==> src/rtl/vin_wr_agen_pkg.sv <==
// vin_pkg: shared FSM state type and parameter defaults for vin_wr_agen.
package vin_pkg;
    localparam int XY_W_DFLT      = 16;
    localparam int PIX_SHIFT_DFLT = 2;
    typedef enum logic [1:0] {IDLE, ACTIVE, DRAIN} state_t;
endpackage

==> src/rtl/vin_wr_agen_if.sv <==
// vin_wr_agen_if: pixel input stream and addressed write-request stream.
interface vin_wr_agen_if #(
    parameter int DATA_W = 16,
    parameter int ADDR_W = 32
);
    logic [DATA_W-1:0] vin_dat;
    logic              vin_valid;
    logic              vin_ready;
    logic              wr_valid;
    logic              wr_ready;
    logic [ADDR_W-1:0] wr_addr;
    logic [DATA_W-1:0] wr_dat;
    modport slave  (input vin_dat, vin_valid, wr_ready, output vin_ready, wr_valid, wr_addr, wr_dat);
    modport master (output vin_dat, vin_valid, wr_ready, input vin_ready, wr_valid, wr_addr, wr_dat);
endinterface

==> src/rtl/vin_wr_agen_xy_cnt.sv <==
// vin_xy_cnt: raster x/y counter with line wrap and last-pixel flag.
module vin_xy_cnt
    import vin_pkg::*;
#(
    parameter int XY_W = XY_W_DFLT
)(
    input  logic            clk,
    input  logic            rst,
    input  logic            clr,
    input  logic            adv,
    input  logic [XY_W-1:0] xres,
    input  logic [XY_W-1:0] yres,
    output logic [XY_W-1:0] x,
    output logic [XY_W-1:0] y,
    output logic            last
);
    logic [XY_W-1:0] r_x, r_y;
    logic            w_xend;
    // compare x+1 against the resolution so a zero resolution never underflows
    assign w_xend = (r_x + XY_W'(1)) == xres;
    assign last   = w_xend && ((r_y + XY_W'(1)) == yres);
    assign x      = r_x;
    assign y      = r_y;
    always_ff @(posedge clk) begin
        if (rst || clr) begin
            r_x <= '0;
            r_y <= '0;
        end else if (adv) begin
            r_x <= w_xend ? '0 : r_x + XY_W'(1);
            r_y <= w_xend ? r_y + XY_W'(1) : r_y;
        end
    end
endmodule

==> src/rtl/vin_wr_agen.sv <==
// vin_wr_agen: turns a raster pixel stream into addressed write requests.
// Optional crop window is compiled in with VIN_CROP_EN.
module vin_wr_agen
    import vin_pkg::*;
#(
    parameter int DATA_W    = 16,
    parameter int XY_W      = XY_W_DFLT,
    parameter int PIX_SHIFT = PIX_SHIFT_DFLT,
    parameter int ADDR_W    = 32
)(
    input  logic            vin_clk,
    input  logic            rst,
    input  logic            frame_sync_n,
    input  logic [XY_W-1:0] vin_xres,
    input  logic [XY_W-1:0] vin_yres,
`ifdef VIN_CROP_EN
    input  logic [XY_W-1:0] crop_x0,
    input  logic [XY_W-1:0] crop_y0,
    input  logic [XY_W-1:0] crop_w,
    input  logic [XY_W-1:0] crop_h,
`endif
    vin_wr_agen_if.slave    bus,
    output logic            frame_done,
    output logic            err_short,
    output logic            err_over
);
    localparam int FULL_W = 2 * XY_W + PIX_SHIFT;

    state_t              r_state, w_nxt;
    logic [XY_W-1:0]     r_xres, r_yres, w_x, w_y, w_dx, w_dy;
    logic                w_sync, w_acc, w_act, w_last, w_in, w_res_ok;
    logic                w_wr, w_done, w_over, w_short;
    logic                r_wr_valid, r_done, r_over, r_short;
    logic [ADDR_W-1:0]   r_wr_addr, w_addr;
    logic [DATA_W-1:0]   r_wr_dat;
    logic [FULL_W-1:0]   w_full;

    assign w_sync        = ~frame_sync_n;
    assign bus.vin_ready = ~rst & frame_sync_n & (~r_wr_valid | bus.wr_ready);
    assign w_acc         = bus.vin_valid & bus.vin_ready;
    assign w_act         = r_state == ACTIVE;
    assign w_res_ok      = (|vin_xres) && (|vin_yres);

    vin_xy_cnt #(.XY_W(XY_W)) u_cnt (
        .clk  (vin_clk),
        .rst  (rst),
        .clr  (w_sync),
        .adv  (w_acc & w_act),
        .xres (r_xres),
        .yres (r_yres),
        .x    (w_x),
        .y    (w_y),
        .last (w_last)
    );

`ifdef VIN_CROP_EN
    logic [XY_W-1:0] r_cx0, r_cy0, r_cw, r_ch;
    always_ff @(posedge vin_clk) begin
        if (rst) begin
            r_cx0 <= '0;
            r_cy0 <= '0;
            r_cw  <= '0;
            r_ch  <= '0;
        end else if (w_sync) begin
            r_cx0 <= crop_x0;
            r_cy0 <= crop_y0;
            r_cw  <= crop_w;
            r_ch  <= crop_h;
        end
    end
    // offsets are only trusted once the lower bound check has passed
    assign w_dx = w_x - r_cx0;
    assign w_dy = w_y - r_cy0;
    assign w_in = (w_x >= r_cx0) && (w_dx < r_cw) && (w_y >= r_cy0) && (w_dy < r_ch);
`else
    assign w_dx = w_x;
    assign w_dy = w_y;
    assign w_in = 1'b1;
`endif

    assign w_full = (FULL_W'(w_dy) << (XY_W + PIX_SHIFT)) | (FULL_W'(w_dx) << PIX_SHIFT);
    assign w_addr = ADDR_W'(w_full);

    always_comb begin
        w_nxt   = w_sync ? (w_res_ok ? ACTIVE : IDLE) : (w_acc && w_act && w_last) ? DRAIN : r_state;
        w_wr    = w_acc && w_act && w_in;
        w_done  = w_acc && w_act && w_last;
        w_over  = w_acc && !w_act;
        w_short = w_sync && w_act;
    end

    always_ff @(posedge vin_clk) begin
        if (rst) begin
            r_state <= IDLE;
            r_xres  <= '0;
            r_yres  <= '0;
        end else begin
            r_state <= w_nxt;
            if (w_sync) begin
                r_xres <= vin_xres;
                r_yres <= vin_yres;
            end
        end
    end

    always_ff @(posedge vin_clk) begin
        if (rst) begin
            r_wr_valid <= 1'b0;
            r_wr_addr  <= '0;
            r_wr_dat   <= '0;
            r_done     <= 1'b0;
            r_over     <= 1'b0;
            r_short    <= 1'b0;
        end else begin
            if (w_wr) begin
                r_wr_valid <= 1'b1;
                r_wr_addr  <= w_addr;
                r_wr_dat   <= bus.vin_dat;
            end else if (bus.wr_ready) begin
                r_wr_valid <= 1'b0;
            end
            r_done  <= w_done;
            r_over  <= w_over;
            r_short <= w_short;
        end
    end

    assign bus.wr_valid = r_wr_valid;
    assign bus.wr_addr  = r_wr_addr;
    assign bus.wr_dat   = r_wr_dat;
    assign frame_done   = r_done;
    assign err_over     = r_over;
    assign err_short    = r_short;
endmodule

==> src/flat_wrapper.sv <==
// flat-port wrapper written by rule: the top's interface ports become plain ports
module vin_wr_agen_flat import vin_pkg::*;
#(
    parameter int DATA_W    = 16,
    parameter int XY_W      = XY_W_DFLT,
    parameter int PIX_SHIFT = PIX_SHIFT_DFLT,
    parameter int ADDR_W    = 32
)
  (vin_clk, rst, frame_sync_n, vin_xres, vin_yres, frame_done, err_short, err_over, bus_vin_dat, bus_vin_valid, bus_wr_ready, bus_vin_ready, bus_wr_valid, bus_wr_addr, bus_wr_dat);
  vin_wr_agen_if #(.DATA_W(DATA_W), .ADDR_W(ADDR_W)) bus_i ();
  input  logic vin_clk;
  input  logic rst;
  input  logic frame_sync_n;
  input  logic [XY_W-1:0] vin_xres;
  input  logic [XY_W-1:0] vin_yres;
  output logic frame_done;
  output logic err_short;
  output logic err_over;
  input wire logic [$bits(bus_i.vin_dat)-1:0] bus_vin_dat;
  input wire logic [$bits(bus_i.vin_valid)-1:0] bus_vin_valid;
  input wire logic [$bits(bus_i.wr_ready)-1:0] bus_wr_ready;
  output wire logic [$bits(bus_i.vin_ready)-1:0] bus_vin_ready;
  output wire logic [$bits(bus_i.wr_valid)-1:0] bus_wr_valid;
  output wire logic [$bits(bus_i.wr_addr)-1:0] bus_wr_addr;
  output wire logic [$bits(bus_i.wr_dat)-1:0] bus_wr_dat;
  assign bus_i.vin_dat = bus_vin_dat;
  assign bus_i.vin_valid = bus_vin_valid;
  assign bus_i.wr_ready = bus_wr_ready;
  assign bus_vin_ready = bus_i.vin_ready;
  assign bus_wr_valid = bus_i.wr_valid;
  assign bus_wr_addr = bus_i.wr_addr;
  assign bus_wr_dat = bus_i.wr_dat;
  vin_wr_agen #(.DATA_W(DATA_W), .XY_W(XY_W), .PIX_SHIFT(PIX_SHIFT), .ADDR_W(ADDR_W)) u_core (.vin_clk(vin_clk), .rst(rst), .frame_sync_n(frame_sync_n), .vin_xres(vin_xres), .vin_yres(vin_yres), .bus(bus_i), .frame_done(frame_done), .err_short(err_short), .err_over(err_over));
endmodule
==> config.mk <==
export PLATFORM = sky130hd
export DESIGN_NAME = vin_wr_agen_flat
export DESIGN_NICKNAME = d
export VERILOG_FILES = /design/src/rtl/vin_wr_agen_pkg.sv /design/src/rtl/vin_wr_agen_if.sv /design/src/rtl/vin_wr_agen_xy_cnt.sv /design/src/rtl/vin_wr_agen.sv /design/src/flat_wrapper.sv
export SDC_FILE = /design/constraint.sdc
export NUM_CORES = 1
export LEC_CHECK = 0
export ABC_AREA = 1
export CAP_MARGIN = 15
export CORE_MARGIN = 10
export CORE_UTILIZATION = 25
export DETAILED_ROUTE_END_ITERATION = 8
export PLACE_DENSITY = 0.55
export SYNTH_ARGS = -nofsm -noshare
export SYNTH_HDL_FRONTEND = slang
export SYNTH_HIERARCHICAL = 1
export SYNTH_SLANG_ARGS = --single-unit
==> constraint.sdc <==
create_clock -name vin_clk -period 3.85 [get_ports vin_clk]
set_clock_uncertainty 0.1 [all_clocks]
set_input_delay 0.5775 -clock vin_clk [delete_from_list [all_inputs] [get_ports vin_clk]]
set_output_delay 0.5775 -clock vin_clk [all_outputs]
set_load 0.05 [all_outputs]
==> metrics.txt <==
# TYPE chip_impl_metric gauge
chip_impl_info{name="outcome",value="completed"} 1
chip_impl_info{name="worstReg2RegStart",value="u_core/u_cnt/y[0]$_SDFFE_PP0P_"} 1
chip_impl_metric{name="hold_viol",unit=""} 0
chip_impl_metric{name="final_min_period",unit="ns"} 2.725
chip_impl_info{name="crit_path_start_kind",value="flip-flop"} 1
chip_impl_metric{name="worst-r2r-cell-count",unit=""} 13
chip_impl_metric{name="worstPathMaxFanout",unit=""} 6
chip_impl_info{name="cts_root_buffer",value="clkbuf_16"} 1
chip_impl_metric{name="antenna_found_initial",unit=""} 0
chip_impl_metric{name="power_per_cell_area",unit="nW/um^2"} 416.4
chip_impl_info{name="end_kind",value="flip-flop"} 1
chip_impl_metric{name="cts.htree.levels",unit=""} 4
chip_impl_metric{name="grt_max_degree",unit=""} 53
chip_impl_info{name="grt_setup_unrepaired",value="false"} 1
chip_impl_metric{name="die_h",unit="um"} 173.3
chip_impl_metric{name="place.gp.congestion",unit=""} 0.8574
chip_impl_info{name="holdCritPathClass",value="flip-flop to flip-flop"} 1
chip_impl_metric{name="async_s_r_ff_share_synth",unit="%"} 0
chip_impl_metric{name="grt_util_met1",unit="%"} 15.64
chip_impl_metric{name="num_vias",unit=""} 5634
chip_impl_metric{name="cts_inserted_buffers",unit=""} 17
chip_impl_metric{name="yosys.cell_types.count",unit=""} 36
chip_impl_metric{name="peakVddDrop",unit="V"} 0.0002153
chip_impl_metric{name="first_pass_iters",unit=""} 4
chip_impl_metric{name="power.leakage",unit="nW"} 3.182
chip_impl_metric{name="numClockSinks",unit=""} 116
chip_impl_metric{name="ys_ff_latch",unit=""} 116
chip_impl_metric{name="final-setup-viol-count",unit=""} 0
chip_impl_metric{name="die_area",unit="um^2"} 30050
chip_impl_metric{name="antenna_cells_inserted",unit=""} 0
chip_impl_metric{name="die_width",unit="um"} 173.3
chip_impl_info{name="timing.rr.end",value="u_core/r_state[0]$_SDFFE_PP0P_"} 1
chip_impl_metric{name="io_pins",unit=""} 106
chip_impl_metric{name="track_usage",unit="%"} 11.16
chip_impl_metric{name="initialDrtViolationCount",unit=""} 366
chip_impl_info{name="yosysTopAreaCell",value="dfxtp_1"} 1
chip_impl_metric{name="wire_length_of_the_first_global_routing_pass",unit="mm"} 27.43
chip_impl_metric{name="syn_area_per_cell",unit="um^2"} 6.568
chip_impl_metric{name="relSlewSlack",unit="%"} 58.59
chip_impl_metric{name="route.detailed.wl_per_inst",unit="um"} 12.64
chip_impl_info{name="hp-start",value="u_core/r_state[1]$_SDFFE_PP0P_"} 1
chip_impl_info{name="path_class",value="flip-flop to flip-flop"} 1
chip_impl_metric{name="routed_via_density",unit=""} 4.265
chip_impl_metric{name="postcts_setup_bufs",unit=""} 0
chip_impl_info{name="synth_ff_type",value="dfxtp_1"} 1
chip_impl_metric{name="dpl_worst_slack",unit="ns"} 0.9214
chip_impl_metric{name="drv_slew",unit=""} 0
chip_impl_metric{name="synth.cell_area",unit="um^2"} 5878
chip_impl_metric{name="top_achievable_clock_speed",unit="MHz"} 367.0
chip_impl_metric{name="grt.met2_usage",unit="%"} 15.66
chip_impl_metric{name="dp.final_hpwl",unit="mm"} 12.53
chip_impl_metric{name="numPortBuffers",unit=""} 103
chip_impl_metric{name="synthCells",unit=""} 895
chip_impl_metric{name="synth-seq-area-share",unit="%"} 39.51
chip_impl_metric{name="final_nets",unit=""} 1044
chip_impl_metric{name="cts_hold_buf",unit=""} 0
chip_impl_metric{name="syn2layout_area_growth",unit="%"} 32.08
chip_impl_metric{name="final.setup.tns",unit="ns"} 0
chip_impl_metric{name="grtUsageMet3",unit="%"} 3.638
chip_impl_info{name="gr-max-usage-layer",value="met2"} 1
chip_impl_metric{name="layout_setup_ws",unit="ns"} 1.125
chip_impl_info{name="clock_tree_from_tritoncts",value="done"} 1
chip_impl_info{name="hold_path_end",value="u_core/r_state[1]$_SDFFE_PP0P_"} 1
chip_impl_metric{name="clk_pin_slew",unit="ns"} 0.06
chip_impl_info{name="post_synth_main_area_contributors",value="dfxtp_1 (40%), nand2_1 (16%), nor2_1 (12%), inv_1 (4.7%), a21oi_1 (4.5%)"} 1
chip_impl_metric{name="grt_pass1_vias",unit=""} 5274
chip_impl_metric{name="worstSkewPairLatency",unit="ns"} 0.42
chip_impl_metric{name="hold_depth",unit=""} 2
chip_impl_metric{name="placement_rows",unit=""} 56
chip_impl_metric{name="post-route-drc-count",unit=""} 0
chip_impl_metric{name="routed_wl",unit="mm"} 16.69
chip_impl_metric{name="post_cts_resize_count",unit=""} 0
chip_impl_metric{name="initial_utilization",unit="%"} 25.19
chip_impl_metric{name="synth_edf_count",unit=""} 0
chip_impl_metric{name="post-route-period-util",unit="%"} 70.78
chip_impl_metric{name="cp_data_required_time",unit="ns"} 4.04
chip_impl_metric{name="setup.reg_to_reg.worst_slack",unit="ns"} 1.12
chip_impl_metric{name="drv_cap",unit=""} 0
chip_impl_metric{name="core_area",unit="um^2"} 23330
chip_impl_metric{name="worstPathArrival",unit="ns"} 2.92
chip_impl_metric{name="netlist.area_leader.share",unit="%"} 39.51
chip_impl_metric{name="drtAntennaViolNets",unit=""} 0
chip_impl_metric{name="synth_warnings",unit=""} 6
chip_impl_metric{name="worstMarginPinSlew",unit="ns"} 0.6188
chip_impl_metric{name="number_of_buffers_on_the_longest_clock_path",unit=""} 2
chip_impl_metric{name="proportion_of_layout_cells_with_a_drive_suffix_above_1",unit="%"} 6.387
chip_impl_metric{name="grt_overflow",unit=""} 0
## worst max-delay path by stage
stage / from / slack, ns / depth (start not counted) / to
2_1_floorplan: frame_sync_n / 1.44 / 11 / u_core/u_cnt/x[10]$_SDFFE_PP0P_
3_3_place_gp: frame_sync_n / 0.95 / 6 / u_core/u_cnt/x[6]$_SDFFE_PP0P_
3_5_place_dp: frame_sync_n / 0.92 / 6 / u_core/u_cnt/x[3]$_SDFFE_PP0P_
4_1_cts: u_core/u_cnt/y[0]$_SDFFE_PP0P_ / 1.07 / 13 / u_core/r_state[0]$_SDFFE_PP0P_
5_1_grt: u_core/u_cnt/y[0]$_SDFFE_PP0P_ / 0.80 / 13 / u_core/r_state[0]$_SDFFE_PP0P_
6_report: u_core/u_cnt/y[0]$_SDFFE_PP0P_ / 1.12 / 13 / u_core/r_state[0]$_SDFFE_PP0P_
## layout by cell type, fill, tap and decap left out, types with 2 or more instances in the layout
cell and count:
nand2_2 6, nor2_8 3, dfxtp_1 116, clkinv_1 2
conb_1 2, nand3_2 2, clkdlybuf4s50_1 102, inv_1 73
bufinv_16 4, a21oi_1 53, clkinv_4 3, nand2_1 245
nand3b_1 6, clkinvlp_4 2, o211ai_1 2, nor2_1 192
xor2_1 12, inv_2 3, nand3_1 45, o21ai_0 16
nand4_1 17, nor2_2 3, nor3_1 4, buf_4 9
clkbuf_8 2, o21ai_1 41, ha_1 2, clkbuf_1 2
xnor2_1 3, clkbuf_16 17, nor2_4 4, clkinv_2 2
## layout make-up
cell class                 instances  area, um^2
fill                            2552       15570
multi-input combinational        664        3020
sequential                       116        2322
timing repair buffer             111        1089
clock buffer                      21       460.4
tap                              319       399.1
inverter                          79       297.8
clock inverter                    11       175.2
## synthesized netlist by cell type (2+ instances only)
master	count
a21oi_1	53
buf_2	7
buf_4	3
buf_6	8
buf_8	2
clkbuf_1	16
clkinv_1	2
dfxtp_1	116
ha_1	2
inv_1	73
inv_2	3
nand2_1	245
nand2_2	6
nand3_1	45
nand3_2	2
nand3b_1	6
nand4_1	17
nor2_1	192
nor2_2	3
nor2_4	4
nor2_8	3
nor3_1	4
o211ai_1	2
o21ai_0	16
o21ai_1	41
xnor2_1	3
xor2_1	12
## layer usage
| metal | vias to the layer above | wire length [um] |
|---|---|---|
| met1 | 2464 | 8790 |
| met2 | 136 | 6758 |
| met3 | 10 | 983 |
| li1 | 3024 | - |
| met4 | 0 | 159 |
| met5 | - | 0 |
## flip-flops by register name, summed over array words and instances (netlist names)
name                 cells
u_core/bus.wr_addr      30
u_core/bus.wr_dat       16
u_core/r_xres           16
u_core/r_yres           16
u_core/u_cnt/x          16
u_core/u_cnt/y          16
u_core/r_state           2
u_core/bus.wr_valid      1
u_core/err_over          1
u_core/err_short         1
u_core/frame_done        1
## worst max-delay path, cell delays in order (launching register included)
cell and delay [ns]:
dfxtp_1 0.45, nand3_1 0.16, nor2_1 0.42, nand3_1 0.30
xor2_1 0.26, inv_1 0.08, nand2_1 0.06, nand3_1 0.06
nor2_1 0.10, nand4_1 0.12, nor2_1 0.18, nand4_1 0.16
nand2_1 0.09, a21oi_1 0.06
## cells by family after synthesis
logic type                 after synthesis  share of synthesized area (%)
and+or+nand+nor                        531                          38.44
buffers and inverters                  116                          9.174
DFF                                    116                          39.51
AOI/OAI and AO/OA                      113                          9.749
xor gates and xnor gates                16                          2.639
adders and majority gates                2                         0.4256
other                                    1                        0.06380
## power by group
part           switching, mW  total (mW)  leakage, nW  internal (mW)
clock network          0.568        1.69        0.304           1.12
logic                  0.167       0.288         1.94          0.121
registers             0.0227        1.26        0.943           1.23
total                  0.758        3.23         3.18           2.47
## stage by stage
stage	cell area (um^2)	hold slack, ns	cells	power (mW)	utilization (%)
final	7764	0.3634	1321	3.233	33.27
after global routing	7764	0.3875	1321	3.357	33.27
after CTS	7764	0.3670	1321	3.280	33.27
after detailed placement	7128	0.3574	1289	1.573	30.55
after global placement	7128	0.3511	1289	1.572	30.55
after floorplan	5882	0.3317	896	1.455	-
Power figures use the tool's default switching activity.
